**src/rtl/race_ctl_pkg.sv**
```systemverilog
// Shared widths, state encoding and small helpers for the race game-flow controller.
package race_ctl_pkg;

  localparam int POS_W       = 11;
  localparam int TIME_W      = 16;
  localparam int LAP_W       = 2;
  localparam int CD_W        = 2;
  localparam int STATE_W     = 3;
  localparam int FRAME_CNT_W = 16;
  localparam int MAX_LAPS    = (1 << LAP_W) - 1;

  typedef enum logic [STATE_W-1:0] {
    ST_MENU      = 3'd0,
    ST_COUNTDOWN = 3'd1,
    ST_RACE      = 3'd2,
    ST_PAUSE     = 3'd3,
    ST_FINISH    = 3'd4
  } state_e;

  // Race timer sticks at all-ones instead of wrapping back to zero.
  function automatic logic [TIME_W-1:0] sat_inc(input logic [TIME_W-1:0] v);
    return (&v) ? v : v + TIME_W'(1);
  endfunction

endpackage

```
**src/rtl/race_ctl_if.sv**
```systemverilog
// Frame/key/position inputs and layer/car/overlay outputs of the race controller.
interface race_ctl_if;
  import race_ctl_pkg::*;

  logic              frame_ended;
  logic              key_start;
  logic              key_pause;
  logic [POS_W-1:0]  xpos;
  logic [POS_W-1:0]  ypos;
  logic              bg_visible;
  logic              track_visible;
  logic              player_visible;
  logic              car_enable;
  logic [CD_W-1:0]   countdown;
  logic [LAP_W-1:0]  lap;
  logic [TIME_W-1:0] race_time;
  logic [STATE_W-1:0] state;

  // Environment side: timing/keyboard/car_ctl feed the controller.
  modport master (
    output frame_ended, key_start, key_pause, xpos, ypos,
    input  bg_visible, track_visible, player_visible, car_enable,
           countdown, lap, race_time, state
  );

  modport slave (
    input  frame_ended, key_start, key_pause, xpos, ypos,
    output bg_visible, track_visible, player_visible, car_enable,
           countdown, lap, race_time, state
  );

endinterface

```
**src/rtl/race_ctl_box_hit.sv**
```systemverilog
// Combinational inclusive rectangle test of a car position against fixed bounds.
module race_ctl_box_hit
  import race_ctl_pkg::*;
#(
  parameter int X0 = 0,
  parameter int X1 = 0,
  parameter int Y0 = 0,
  parameter int Y1 = 0
) (
  input  logic [POS_W-1:0] xpos,
  input  logic [POS_W-1:0] ypos,
  output logic             hit
);

  assign hit = (xpos >= POS_W'(X0)) && (xpos <= POS_W'(X1)) &&
               (ypos >= POS_W'(Y0)) && (ypos <= POS_W'(Y1));

endmodule

```
**src/rtl/race_ctl.sv**
```systemverilog
// Game-flow controller: menu -> countdown -> race -> finish, layer enables,
// car gating, lap counting from per-frame car position and a saturating timer.
module race_ctl
  import race_ctl_pkg::*;
#(
  parameter int COUNT_FRAMES  = 60,
  parameter int FINISH_FRAMES = 180,
  parameter int NUM_LAPS      = 3,
  parameter int FIN_X0 = 480,
  parameter int FIN_X1 = 543,
  parameter int FIN_Y0 = 600,
  parameter int FIN_Y1 = 615,
  parameter int CP_X0  = 480,
  parameter int CP_X1  = 543,
  parameter int CP_Y0  = 100,
  parameter int CP_Y1  = 163
) (
  input  logic       pclk,
  input  logic       rst,
  race_ctl_if.slave  bus
);

  if (NUM_LAPS < 1 || NUM_LAPS > MAX_LAPS) begin : g_bad_laps
    $error("race_ctl: NUM_LAPS must be in 1..%0d", MAX_LAPS);
  end

  localparam logic [FRAME_CNT_W-1:0] CNT_LAST = FRAME_CNT_W'(COUNT_FRAMES - 1);
  localparam logic [FRAME_CNT_W-1:0] FIN_LAST = FRAME_CNT_W'(FINISH_FRAMES - 1);
  localparam logic [LAP_W:0]         LAP_GOAL = (LAP_W + 1)'(NUM_LAPS);

  state_e              state_q, state_n;
  logic [FRAME_CNT_W-1:0] frame_cnt_q, frame_cnt_n;
  logic [CD_W-1:0]     cd_q, cd_n;
  logic [LAP_W-1:0]    lap_q, lap_n;
  logic [TIME_W-1:0]   time_q, time_n;
  logic                cp_q, cp_n;
  logic                fin_prev_q, fin_prev_n;
  logic                bg_q, track_q, player_q, car_en_q;
  logic                start_hist_q, pause_hist_q;
  logic                start_edge, pause_edge;
  logic                cp_hit, fin_hit;
  logic [LAP_W:0]      lap_plus;

  race_ctl_box_hit #(.X0(CP_X0), .X1(CP_X1), .Y0(CP_Y0), .Y1(CP_Y1)) u_cp_box (
    .xpos (bus.xpos),
    .ypos (bus.ypos),
    .hit  (cp_hit)
  );

  race_ctl_box_hit #(.X0(FIN_X0), .X1(FIN_X1), .Y0(FIN_Y0), .Y1(FIN_Y1)) u_fin_box (
    .xpos (bus.xpos),
    .ypos (bus.ypos),
    .hit  (fin_hit)
  );

  // History resets high so a key already held during reset never looks like a press.
  assign start_edge = bus.key_start & ~start_hist_q;
  assign pause_edge = bus.key_pause & ~pause_hist_q;
  assign lap_plus   = {1'b0, lap_q} + (LAP_W + 1)'(1);

  always_comb begin
    // NOTE: every signal gets a default before the case so no path leaves it unassigned (no latches).
    state_n     = state_q;
    frame_cnt_n = frame_cnt_q;
    cd_n        = cd_q;
    lap_n       = lap_q;
    time_n      = time_q;
    cp_n        = cp_q;
    fin_prev_n  = fin_prev_q;

    unique case (state_q)
      ST_MENU: begin
        if (start_edge) begin
          state_n     = ST_COUNTDOWN;
          cd_n        = CD_W'(3);
          frame_cnt_n = '0;
          lap_n       = '0;
          time_n      = '0;
          cp_n        = 1'b0;
          // Seed with the grid position so a car parked on the line is not an entry.
          fin_prev_n  = fin_hit;
        end
      end

      ST_COUNTDOWN: begin
        if (bus.frame_ended) begin
          if (frame_cnt_q == CNT_LAST) begin
            frame_cnt_n = '0;
            cd_n        = cd_q - CD_W'(1);
            if (cd_q == CD_W'(1)) state_n = ST_RACE;
          end else begin
            frame_cnt_n = frame_cnt_q + FRAME_CNT_W'(1);
          end
        end
      end

      ST_RACE: begin
        if (bus.frame_ended) begin
          time_n     = sat_inc(time_q);
          fin_prev_n = fin_hit;
          if (cp_hit) cp_n = 1'b1;
          if (fin_hit && !fin_prev_q && cp_q) begin
            lap_n = lap_plus[LAP_W-1:0];
            cp_n  = 1'b0;
            if (lap_plus == LAP_GOAL) begin
              state_n     = ST_FINISH;
              frame_cnt_n = '0;
            end
          end
        end
        // The frame is processed first; a finishing frame swallows the pause.
        if (pause_edge && state_n == ST_RACE) state_n = ST_PAUSE;
      end

      ST_PAUSE: begin
        if (start_edge)      state_n = ST_MENU;
        else if (pause_edge) state_n = ST_RACE;
      end

      ST_FINISH: begin
        if (start_edge) begin
          state_n = ST_MENU;
        end else if (bus.frame_ended) begin
          if (frame_cnt_q == FIN_LAST) state_n = ST_MENU;
          else frame_cnt_n = frame_cnt_q + FRAME_CNT_W'(1);
        end
      end

      default: state_n = ST_MENU;
    endcase
  end

  always_ff @(posedge pclk or posedge rst) begin
    if (rst) begin
      state_q      <= ST_MENU;
      frame_cnt_q  <= '0;
      cd_q         <= '0;
      lap_q        <= '0;
      time_q       <= '0;
      cp_q         <= 1'b0;
      fin_prev_q   <= 1'b0;
      start_hist_q <= 1'b1;
      pause_hist_q <= 1'b1;
      bg_q         <= 1'b1;
      track_q      <= 1'b0;
      player_q     <= 1'b0;
      car_en_q     <= 1'b0;
    end else begin
      // NOTE: non-blocking assignments so every flop samples the pre-edge values.
      state_q      <= state_n;
      frame_cnt_q  <= frame_cnt_n;
      cd_q         <= cd_n;
      lap_q        <= lap_n;
      time_q       <= time_n;
      cp_q         <= cp_n;
      fin_prev_q   <= fin_prev_n;
      start_hist_q <= bus.key_start;
      pause_hist_q <= bus.key_pause;
      bg_q         <= 1'b1;
      track_q      <= (state_n != ST_MENU);
      player_q     <= (state_n != ST_MENU);
      car_en_q     <= (state_n == ST_RACE);
    end
  end

  assign bus.bg_visible     = bg_q;
  assign bus.track_visible  = track_q;
  assign bus.player_visible = player_q;
  assign bus.car_enable     = car_en_q;
  assign bus.countdown      = cd_q;
  assign bus.lap            = lap_q;
  assign bus.race_time      = time_q;
  assign bus.state          = state_q;

endmodule

```
**src/flat_wrapper.sv**
```systemverilog
// flat-port wrapper written by rule: the top's interface ports become plain ports
module race_ctl_flat import race_ctl_pkg::*;
#(
  parameter int COUNT_FRAMES  = 60,
  parameter int FINISH_FRAMES = 180,
  parameter int NUM_LAPS      = 3,
  parameter int FIN_X0 = 480,
  parameter int FIN_X1 = 543,
  parameter int FIN_Y0 = 600,
  parameter int FIN_Y1 = 615,
  parameter int CP_X0  = 480,
  parameter int CP_X1  = 543,
  parameter int CP_Y0  = 100,
  parameter int CP_Y1  = 163
)
  (pclk, rst, bus_frame_ended, bus_key_start, bus_key_pause, bus_xpos, bus_ypos, bus_bg_visible, bus_track_visible, bus_player_visible, bus_car_enable, bus_countdown, bus_lap, bus_race_time, bus_state);
  race_ctl_if bus_i ();
  input  logic pclk;
  input  logic rst;
  input wire logic [$bits(bus_i.frame_ended)-1:0] bus_frame_ended;
  input wire logic [$bits(bus_i.key_start)-1:0] bus_key_start;
  input wire logic [$bits(bus_i.key_pause)-1:0] bus_key_pause;
  input wire logic [$bits(bus_i.xpos)-1:0] bus_xpos;
  input wire logic [$bits(bus_i.ypos)-1:0] bus_ypos;
  output wire logic [$bits(bus_i.bg_visible)-1:0] bus_bg_visible;
  output wire logic [$bits(bus_i.track_visible)-1:0] bus_track_visible;
  output wire logic [$bits(bus_i.player_visible)-1:0] bus_player_visible;
  output wire logic [$bits(bus_i.car_enable)-1:0] bus_car_enable;
  output wire logic [$bits(bus_i.countdown)-1:0] bus_countdown;
  output wire logic [$bits(bus_i.lap)-1:0] bus_lap;
  output wire logic [$bits(bus_i.race_time)-1:0] bus_race_time;
  output wire logic [$bits(bus_i.state)-1:0] bus_state;
  assign bus_i.frame_ended = bus_frame_ended;
  assign bus_i.key_start = bus_key_start;
  assign bus_i.key_pause = bus_key_pause;
  assign bus_i.xpos = bus_xpos;
  assign bus_i.ypos = bus_ypos;
  assign bus_bg_visible = bus_i.bg_visible;
  assign bus_track_visible = bus_i.track_visible;
  assign bus_player_visible = bus_i.player_visible;
  assign bus_car_enable = bus_i.car_enable;
  assign bus_countdown = bus_i.countdown;
  assign bus_lap = bus_i.lap;
  assign bus_race_time = bus_i.race_time;
  assign bus_state = bus_i.state;
  race_ctl #(.COUNT_FRAMES(COUNT_FRAMES), .FINISH_FRAMES(FINISH_FRAMES), .NUM_LAPS(NUM_LAPS), .FIN_X0(FIN_X0), .FIN_X1(FIN_X1), .FIN_Y0(FIN_Y0), .FIN_Y1(FIN_Y1), .CP_X0(CP_X0), .CP_X1(CP_X1), .CP_Y0(CP_Y0), .CP_Y1(CP_Y1)) u_core (.pclk(pclk), .rst(rst), .bus(bus_i));
endmodule
```
**config.mk**
```make
export PLATFORM = sky130hd
export DESIGN_NAME = race_ctl_flat
export DESIGN_NICKNAME = d
export VERILOG_FILES = /design/src/rtl/race_ctl_pkg.sv /design/src/rtl/race_ctl_if.sv /design/src/rtl/race_ctl_box_hit.sv /design/src/rtl/race_ctl.sv /design/src/flat_wrapper.sv
export SDC_FILE = /design/constraint.sdc
export NUM_CORES = 1
export LEC_CHECK = 0
export BUFFER_PORTS_ARGS = -buffer_cell sky130_fd_sc_hd__buf_2
export CORE_MARGIN = 10
export CORE_UTILIZATION = 40
export CTS_CLUSTER_DIAMETER = 120
export CTS_CLUSTER_SIZE = 8
export DETAILED_ROUTE_END_ITERATION = 6
export HOLD_SLACK_MARGIN = 0.06
export PLACE_DENSITY = 0.68
export SLEW_MARGIN = 40
export SYNTH_ARGS = -nofsm -noshare
export SYNTH_HDL_FRONTEND = slang
export SYNTH_SLANG_ARGS = --single-unit
```
**constraint.sdc**
```tcl
create_clock -name pclk -period 2.36 [get_ports pclk]
set_input_delay 0.354 -clock pclk [delete_from_list [all_inputs] [get_ports pclk]]
set_output_delay 0.354 -clock pclk [all_outputs]
set_load 0.03 [all_outputs]
```
==> impl_results.md, run 1 <==
- Worst hold path class: input port to register
- Share of cells above drive strength 1: 29.9%
- Worst slack, placed: -0.0671 ns
- Final WL: 6.68 mm
- Ys Warns: 0
- Initial antenna violation count: 0
- Largest net degree at the start of global routing: 20
- Pwr/cell area: 567 nW/um^2
- Post-synthesis area per instance: 8.83 um^2
- Slowest cell on the critical path: or4_4
- Seq cells post-synth: 45
- Fillers: 606
- Final Skew: 0.0113 ns
- Fin. Hold Viols: 0
- Tcrit/Tclk final: 100%
- Drt pass-1 iters: 4
- DR iter-0 viols: 100
- CTS tree: yes
- CTS max path bufs: 2
- Row cnt: 29
- Synthesized cell area: 2610 um^2
- Sequential share of the synthesized area: 43.2%
- Total power: 1.89 mW
- Clk sinks: 45
- Die span in y: 101 um
- Pleak: 1.54 nW
- Port Buffers: 45
- Routability congestion estimate: 0.864
- Crit Path Class: register to register
- Die Width: 101 um
- Buf/Inv on CP: 0
- Post-Syn Nets: 327
- Drt drc: 0
- Max Cap Violations: 0
- Most used DFF post-synth: dfrtp_1
- DR vias: 2466
- Final Max Slew Viols: 0
- Async set-reset flop share out of synthesis: 100%
- I/O pin total: 54
- Final hold slack: 0.149 ns
- EDFF count, synth: 0
- Total die area: 10200 um^2
- ANT nets after route: 0
- Netlist cell types: 54
- GRT Total Usage: 13.0%
- Core area: 6350 um^2
- Failing checks: negative setup slack
- Delay-heaviest family, CP: simple AND/OR/NAND/NOR gates
- Fmax: 0.423 GHz
- Global route overflow: 0
- Final setup TNS: -0.0105 ns
- Period minus WS final: 2.37 ns
- H-Tree Depth: 2
- Worst skew pair latency: 0.31 ns
- Total CTS buffers: 5
- Tightest Pin Transition: 0.581 ns
- Worst Path Arrival: 2.56 ns
- Syn Inst Count: 296
- Crit path max fanout: 9
- Placed cell area: 3160 um^2
- Hpwl dp: 5.02 mm
- CP Launch Type: register
- N_diodes: 0
- Status: finished with violations
- Worst-path clk slew: 0.09 ns
- Post-Layout Inst Area: 3320 um^2
- Crit path cell chain: ha_2 > or4b_4 > or4_4 > o21ai_4 > o21ba_4 > a221o_1
- Setup violators final: 3
- Vias per inst: 5.46
- Global-route wire length before repair: 11.1 mm
- Vias in the first global route: 2387
- Unrepaired setup endpoints after global routing: yes
- WL per Instance: 14.8 um
- CP Data Required Time: 2.56 ns
- Max VDD drop: 0.311 mV
- Relative slew slack: 60.2%
- PnR worst setup slack: -0.00600 ns
- Max incr delay on CP: 0.52 ns
- Fin nets: 405
- Initial Util: 41.2%
- CP Capture Type: register
- CTS root buffer: clkbuf_8
- Area delta synth->final: 27.2%
[synthesized netlist by cell type (3+ instances only)]
cell      number  area, um^2
nor4_1         6        37.5
and4_1         3        26.3
buf_4          4        30.0
mux2i_1        3        30.0
xor2_1         3        26.3
a21oi_1       10        50.1
nor2_1        32         120
nor3b_1        5        37.5
nand2_1       36         135
or3_1          6        37.5
nand3_1       17        85.1
xnor2_1        8        70.1
nand4_1        7        43.8
nor2b_1        4        25.0
a221o_1        6        60.1
and3_1         8        50.1
o21ai_0       16        80.1
nand2b_1       4        25.0
inv_1         15        56.3
o311ai_0       5        43.8
nor3_1         9        45.0
dfrtp_1       43        1080
clkbuf_1       6        22.5
ha_1           4        50.1
[registers in the layout (all words and copies together) (netlist names)]
| name | count |
|---|---|
| u_core.bus.lap | 2 |
| u_core.fin_prev_q | 1 |
| u_core.bus.countdown | 2 |
| u_core.cp_q | 1 |
| u_core.bus.track_visible | 1 |
| u_core.pause_hist_q | 1 |
| u_core.frame_cnt_q | 16 |
| u_core.bus.race_time | 16 |
| u_core.start_hist_q | 1 |
| u_core.bus.state | 3 |
| u_core.bus.car_enable | 1 |
[per-stage QoR]
stage	std cells	utilization [%]
3_3_place_gp	442	49.7
4_1_cts	451	51.7
3_5_place_dp	442	49.7
2_1_floorplan	296	-
6_report	452	52.4
5_1_grt	452	52.4
[kinds of logic after synthesis]
group,Yosys count,share of synthesized area (%)
DFF,45,43.2
xor gates and xnor gates,11,3.69
buffers and inverters,27,4.79
AOI/OAI and AO/OA,54,14.8
muxes,5,2.01
and+or+nand+nor,149,29.5
other,1,0.143
adders and majority gates,4,1.91
[final cells by class]
cell class / instances / area, um^2 / area share, %
Sequential cell: 45 / 1130 / 33.9
Inverter: 15 / 58.8 / 1.77
Tap cell: 77 / 96.3 / 2.90
Multi-Input combinational cell: 224 / 1420 / 42.6
Clock buffer: 5 / 68.8 / 2.07
Timing Repair Buffer: 83 / 529 / 15.9
Clock inverter: 3 / 25.0 / 0.753
[worst paths after layout]
path                                                      end                              start  slack (ns)  depth (start not counted)
min reg2reg                     u_core.fin_prev_q$_DFFE_PP0P_      u_core.fin_prev_q$_DFFE_PP0P_        0.49                          2
max in group asynchronous       u_core.pause_hist_q$_DFF_PP1_                                rst        1.17                          4
min                             u_core.pause_hist_q$_DFF_PP1_                      bus_key_pause        0.15                          1
max                        u_core.frame_cnt_q[11]$_DFFE_PP0P_  u_core.frame_cnt_q[1]$_DFFE_PP0P_      -0.006                          6
min in group asynchronous   u_core.frame_cnt_q[7]$_DFFE_PP0P_                                rst        0.59                          3
max reg2reg                u_core.frame_cnt_q[11]$_DFFE_PP0P_  u_core.frame_cnt_q[1]$_DFFE_PP0P_      -0.006                          6
[timing repair]
action,4_1_cts,5_1_grt
pin swaps,1,2
setup endpoints to repair,11,15
hold buffers,1,0
hold endpoints to repair,10,0
setup buffers,0,1
resized for setup,7,12
gates cloned,0,0
[placed cells by master (no fill, tap or decap), types with 3 or more instances in the layout]
master	synthesis	final
and3_1	8	8
buf_4	4	35
nand4_1	7	7
dfrtp_1	43	43
or3_1	6	6
a221o_1	6	6
nor2b_1	4	4
ha_1	4	3
nor2_1	32	32
nor4_2	0	3
nor3b_1	5	5
o311ai_1	0	4
nor4_1	6	3
nor3_1	9	9
nand2b_1	4	4
xnor2_1	8	8
and4_1	3	3
inv_1	15	13
mux2i_1	3	3
buf_2	1	45
nand2_1	36	35
nand3_1	17	17
clkbuf_8	0	5
xor2_1	3	3
a21oi_1	10	10
o21ai_0	16	14
[worst register-to-register path: stages (launching register included)]
cell	delay, ns
dfrtp_1	0.36
ha_2	0.18
or4b_4	0.47
or4_4	0.52
o21ai_4	0.21
o21ba_4	0.22
a221o_1	0.30
[layer usage]
layer  up-vias  wire [um]  GRT usage [%]
li1       1223          -              -
met1      1184       2850           16.1
met2        53       3250           21.2
met3         6        540           4.05
met4         0         49           3.48
met5         -          0              0
[power breakdown]
part	switching [mW]	internal [mW]	total (mW)
clock network	0.305	0.214	0.520
logic	0.237	0.219	0.456
registers	0.0645	0.845	0.910
total	0.607	1.28	1.89
(Power assumes the default switching activity.)
==> inputs of run 2 (changes only) <==
- PLACE_DENSITY: 0.68 -> 0.69
==> impl_results.md, run 2 (synthesis gave the netlist of run 1 again) <==
- Share of cells above drive strength 1: 29.8% (-0.079 points)
- Max incr delay on CP: 0.49 ns (-0.03 ns)
- Sw Share: 32.2% (about the same)
- Final cell count without fillers: 453 (+0.22%)
- Crit path max fanout: 5 (-4)
- ANT nets after route: 0 (unchanged)
- Initial antenna violation count: 0 (unchanged)
- GRT Total Usage: 13.1% (+0.11 points)
- Area delta synth->final: 27.7%
- Worst setup path end: u_core.frame_cnt_q[11]$_DFFE_PP0P_
- Most frequent cells in the layout: 45 x buf_2, 43 x dfrtp_1, 37 x buf_4
- Fin nets: 406 (+0.25%)
- CTS tree: yes
- Commonest non-fill, non-tap cell in the layout: buf_2
- Register share of total power: 47.4% (-0.8 points)
- Fin. Hold Viols: 0 (unchanged)
- Reg2Reg Capture Point: u_core.frame_cnt_q[11]$_DFFE_PP0P_
- Initial Util: 41.2% (unchanged)
- Period minus WS final: 2.35 ns (-0.0197 ns)
- Worst skew pair latency: 0.31 ns (about the same)
- Total power: 1.90 mW (+0.76%)
- DR iter-0 viols: 135 (+35%)
- Comb power frac: 26.3% (+2.1 points)
- Cell count along the critical path: 6 (unchanged)
- Total die area: 10200 um^2 (unchanged)
- Worst flop-to-flop path startpoint: u_core.frame_cnt_q[1]$_DFFE_PP0P_
- Die span in y: 101 um (unchanged)
- Drt drc: 0 (unchanged)
- CTS root buffer: clkbuf_8
- Global-route wire length before repair: 11.2 mm (+0.81%)
- CP Data Required Time: 2.55 ns (about the same)
- CP Capture Type: register
- Critical path startpoint: u_core.frame_cnt_q[1]$_DFFE_PP0P_
- Row cnt: 29 (unchanged)
- Hpwl dp: 5.03 mm (+0.14%)
- Delay-heaviest family, CP: simple AND/OR/NAND/NOR gates
- Cells on worst reg2reg path: 6 (unchanged)
- I/O pin total: 54 (unchanged)
- Port Buffers: 45 (unchanged)
- Slowest cell on the critical path: or4b_4
- Inst Count DP: 438 (-0.90%)
- Final Skew: 0.00678 ns (-0.00454 ns)
- Max Cap Violations: 0 (unchanged)
- Tcrit/Tclk final: 99.4% (-0.83 points)
- Buf/Inv on CP: 0 (unchanged)
- Die Width: 101 um (unchanged)
- Routability congestion estimate: 0.878 (+1.6%)
- Net Switching: 0.612 mW (+0.83%)
- Core area: 6350 um^2 (unchanged)
- Setup violators final: 0 (-3)
- Int Power: 1.29 mW (+0.72%)
- Relative slew slack: 50.6% (-9.6 points)
- Final WL: 6.72 mm (+0.66%)
- Fillers: 595 (-1.8%)
- Final Max Slew Viols: 0 (unchanged)
- Fmax: 0.426 GHz (+0.84%)
- Total CTS buffers: 5 (unchanged)
- Vias per inst: 5.50 (+0.79%)
- Largest net degree at the start of global routing: 25 (+25%)
- Crit path cell chain: ha_4 > or4b_4 > or4_4 > o21ai_4 > o21ba_4 > a221o_1
- Clk sinks: 45 (unchanged)
- Max VDD drop: 0.328 mV (+5.5%)
- Vias in the first global route: 2406 (+0.80%)
- Pleak: 1.53 nW (about the same)
- N_diodes: 0 (unchanged)
- Unrepaired setup endpoints after global routing: yes
- Global route overflow: 0 (unchanged)
- CTS max path bufs: 2 (unchanged)
- Worst hold path class: input port to asynchronous set/reset pin
- Clk pwr share: 26.3% (-1.3 points)
- Worst Path Arrival: 2.54 ns (-0.02 ns)
- Tightest Pin Transition: 0.722 ns (+0.141 ns)
- Pwr/cell area: 569 nW/um^2 (+0.34%)
- Worst-path clk slew: 0.09 ns (about the same)
- WL per Instance: 14.8 um (+0.44%)
- Crit Path Class: register to register
- CP Launch Type: register
- H-Tree Depth: 2 (unchanged)
- Reg2Reg Setup Slack: 0.01 ns (+0.02 ns)
- Status: completed
- Drt pass-1 iters: 4 (unchanged)
- DR vias: 2491 (+1.0%)
## run 2: how the worst min path moves through the flow
stage                                                endpoint  slack [ns]  cells past startpoint
after floorplan                 u_core.pause_hist_q$_DFF_PP1_        0.36                      0
after global placement    u_core.bus.race_time[3]$_DFFE_PP0P_        0.43                      2
after detailed placement  u_core.bus.race_time[3]$_DFFE_PP0P_        0.43                      2
after CTS                 u_core.bus.race_time[3]$_DFFE_PP0P_        0.09                      2
after global routing      u_core.bus.race_time[3]$_DFFE_PP0P_        0.10                      2
final                     u_core.bus.race_time[2]$_DFFE_PP0P_        0.08                      2
## run 2: area by class of cell
cell class / instances / area, um^2 / area share [%]
Multi-Input combinational cell: 225 / 1450 / 43.4
Sequential cell: 45 / 1130 / 33.8
Timing Repair Buffer: 83 / 514 / 15.4
Tap cell: 77 / 96.3 / 2.89
Clock buffer: 5 / 68.8 / 2.06
Inverter: 15 / 58.8 / 1.76
Clock inverter: 3 / 21.3 / 0.637
## run 2: through the flow
step,utilization [%],hold WS [ns],instance area [um^2],setup TNS (ns),setup WS (ns)
after global routing,52.6,0.102,3340,-0.291,-0.0487
after floorplan,-,0.358,2620,-0.569,-0.0932
final,52.6,0.0779,3340,0,0.0137
after CTS,51.5,0.0902,3270,0,0.00152
after detailed placement,49.1,0.433,3120,-0.853,-0.101
after global placement,49.1,0.425,3120,-0.537,-0.0704
## run 2: metal layers
layer	track usage (%)	part of all wire, %	up-vias
met2	22.4	50	67
met3	3.84	6.9	4
met4	3.70	0.67	0
li1	-	-	1227
met1	15.6	42	1193
met5	0	0	-
## run 2: repair_timing
item | CTS | global route
gates cloned | 1 | 0
hold buffers | 0 | 0
setup endpoints to repair | 16 | 21
gates resized for setup | 10 | 8
pin swaps | 3 | 6
buffers inserted | 2 | 4
## run 2: power by group through the flow
stage | clock, mW | combinational, mW | sequential, mW
floorplan | 0 | 0.274 | 0.922
global placement | 0 | 0.447 | 0.904
detailed placement | 0 | 0.467 | 0.907
CTS | 0.521 | 0.483 | 0.894
global route | 0.541 | 0.565 | 0.910
finish | 0.500 | 0.500 | 0.900
## run 2: worst reg2reg max path: stages, from the launching register on
cell     delay, ns
dfrtp_1       0.40
ha_4          0.16
or4b_4        0.49
or4_4         0.45
o21ai_4       0.22
o21ba_4       0.22
a221o_1       0.30
==> inputs of run 3 (changes only) <==
- CORE_MARGIN: 10 -> not set
==> impl_results.md, run 3 (synthesis gave the netlist of run 1 again) <==
- CP Data Required Time: 2.54 ns (about the same)
- Final Max Slew Viols: 0 (unchanged)
- Total die area: 6860 um^2 (-33%)
- DR iter-0 viols: 143 (+5.9%)
- I/O pin total: 54 (unchanged)
- Total CTS buffers: 5 (unchanged)
- Max Cap Violations: 0 (unchanged)
- Slowest cell on the critical path: or4_4
- Placed cell area: 3120 um^2 (unchanged)
- Routability congestion estimate: 0.851 (-3.1%)
- Fin. Hold Viols: 0 (unchanged)
- Hpwl dp: 4.60 mm (-8.4%)
- Unrepaired setup endpoints after global routing: yes
- Global route overflow: 0 (unchanged)
- Die Width: 82.8 um (-18%)
- Setup violators final: 0 (unchanged)
- Delay-heaviest family, CP: simple AND/OR/NAND/NOR gates
- Crit Path Class: register to register
- WL per Instance: 13.8 um (-7.0%)
- Row cnt: 29 (unchanged)
- Core area: 6310 um^2 (-0.57%)
- Int Power: 1.50 mW (+16%)
- Crit path cell chain: or4_4 > or4_4 > o21ai_4 > inv_2 > and3_1 > a221o_1
- Fmax: 0.426 GHz (-0.12%)
- Max VDD drop: 0.331 mV (+1.0%)
- Global-route wire length before repair: 10.7 mm (-3.8%)
- Final Skew: 0.00675 ns (-0.0000320 ns)
- Commonest non-fill, non-tap cell in the layout: buf_2
- Relative slew slack: 61.2% (+11 points)
- Net Switching: 0.595 mW (-2.8%)
- Vias per inst: 5.49 (-0.10%)
- Tightest Pin Transition: 0.579 ns (-0.143 ns)
- Die span in y: 82.8 um (-18%)
- CTS max path bufs: 2 (unchanged)
- Fillers: 589 (-1.0%)
- Status: completed
- Initial antenna violation count: 0 (unchanged)
- H-Tree Depth: 2 (unchanged)
- Vias in the first global route: 2401 (-0.21%)
- Clk sinks: 45 (unchanged)
- Pwr/cell area: 629 nW/um^2 (+11%)
- DR vias: 2461 (-1.2%)
- Sw Share: 28.4% (-3.8 points)
- Register share of total power: 43.0% (-4.4 points)
- Max incr delay on CP: 0.56 ns (+0.07 ns)
- Worst hold path class: input port to register
- Comb power frac: 23.2% (-3.1 points)
- Pleak: 1.54 nW (about the same)
- Drt pass-1 iters: 4 (unchanged)
- ANT nets after route: 0 (unchanged)
- Most frequent cells in the layout: 45 x buf_2, 43 x dfrtp_1, 36 x nand2_1
- Fin nets: 401 (-1.2%)
- Clk pwr share: 33.8% (+7.5 points)
- Share of cells above drive strength 1: 28.0% (-1.8 points)
- Area delta synth->final: 27.2%
- Total power: 2.09 mW (+10%)
- Initial Util: 41.4% (+0.24 points)
- Worst skew pair latency: 0.30 ns (about the same)
- Buf/Inv on CP: 1 (+1)
- Worst Path Arrival: 2.53 ns (about the same)
- Largest net degree at the start of global routing: 20 (-20%)
- CP Capture Type: register
- CTS root buffer: clkbuf_8
- Post-Layout Inst Area: 3320 um^2 (-0.41%)
- CP Launch Type: register
- Worst-path clk slew: 0.09 ns (about the same)
- Drt drc: 0 (unchanged)
- Most frequent CP cell: or4_4
- Final WL: 6.18 mm (-8.0%)
- CTS tree: yes
- Port Buffers: 45 (unchanged)
- GRT Total Usage: 18.9% (+5.8 points)
- Crit path max fanout: 7 (+2)
- Period minus WS final: 2.35 ns (+0.00271 ns)
- N_diodes: 0 (unchanged)
- Tcrit/Tclk final: 99.5% (+0.11 points)
-- run 3: worst register-to-register path: stages, from the launching register on --
cell,delay [ns]
dfrtp_1,0.40
or4_4,0.56
or4_4,0.56
o21ai_4,0.17
inv_2,0.10
and3_1,0.18
a221o_1,0.26
-- run 3: path summary, 6_finish.rpt --
kind / from / endpoint / slack [ns] / cells past startpoint
max: u_core.frame_cnt_q[14]$_DFFE_PP0P_ / u_core.frame_cnt_q[9]$_DFFE_PP0P_ / 0.01 / 6
min: bus_key_pause / u_core.pause_hist_q$_DFF_PP1_ / 0.16 / 1
max reg2reg: u_core.frame_cnt_q[14]$_DFFE_PP0P_ / u_core.frame_cnt_q[9]$_DFFE_PP0P_ / 0.01 / 6
min reg2reg: u_core.fin_prev_q$_DFFE_PP0P_ / u_core.fin_prev_q$_DFFE_PP0P_ / 0.49 / 2
max in group asynchronous: rst / u_core.pause_hist_q$_DFF_PP1_ / 1.11 / 4
min in group asynchronous: rst / u_core.frame_cnt_q[0]$_DFFE_PP0P_ / 0.57 / 3
-- run 3: area by class of cell --
class / instances / area [um^2] / area share (%)
Clock buffer: 5 / 68.8 / 2.07
Clock inverter: 3 / 68.8 / 2.07
Inverter: 15 / 56.3 / 1.69
Multi-Input combinational cell: 224 / 1420 / 42.6
Sequential cell: 45 / 1130 / 33.9
Tap cell: 77 / 96.3 / 2.90
Timing Repair Buffer: 79 / 490 / 14.8
-- run 3: through the flow --
step / hold slack [ns] / utilization (%) / TNS [ns] / cells / worst slack [ns]
after floorplan: 0.358 / - / -0.569 / 296 / -0.0932
after global routing: 0.144 / 52.7 / -0.186 / 448 / -0.0306
final: 0.159 / 52.7 / 0 / 448 / 0.0110
after CTS: 0.149 / 51.9 / 0 / 447 / 0.000837
after detailed placement: 0.367 / 49.3 / -0.834 / 438 / -0.104
after global placement: 0.362 / 49.3 / -0.428 / 438 / -0.0664
-- run 3: timing repair --
item | in CTS | in global routing
endpoints found under the hold margin | 13 | 0
pin swaps | 2 | 1
setup buffers | 0 | 1
gates resized for setup | 5 | 8
setup endpoints to repair | 14 | 17
hold buffers | 1 | 0
gates cloned | 0 | 0
-- run 3: metal layers --
layer | vias to the layer above | global-route usage, % | wire length, um
met1 | 1183 | 22.4 | 2820
met4 | 0 | 5.17 | 58
met2 | 61 | 34.9 | 3080
li1 | 1211 | - | -
met5 | - | 0 | 0
met3 | 6 | 3.38 | 224
-- run 3: power groups by stage --
stage / clock network [mW] / logic, mW / registers [mW]
2_1_floorplan: 0 / 0.274 / 0.922
3_3_place_gp: 0 / 0.451 / 0.906
3_5_place_dp: 0 / 0.468 / 0.907
4_1_cts: 0.728 / 0.473 / 0.897
5_1_grt: 0.754 / 0.547 / 0.909
6_report: 0.707 / 0.484 / 0.900
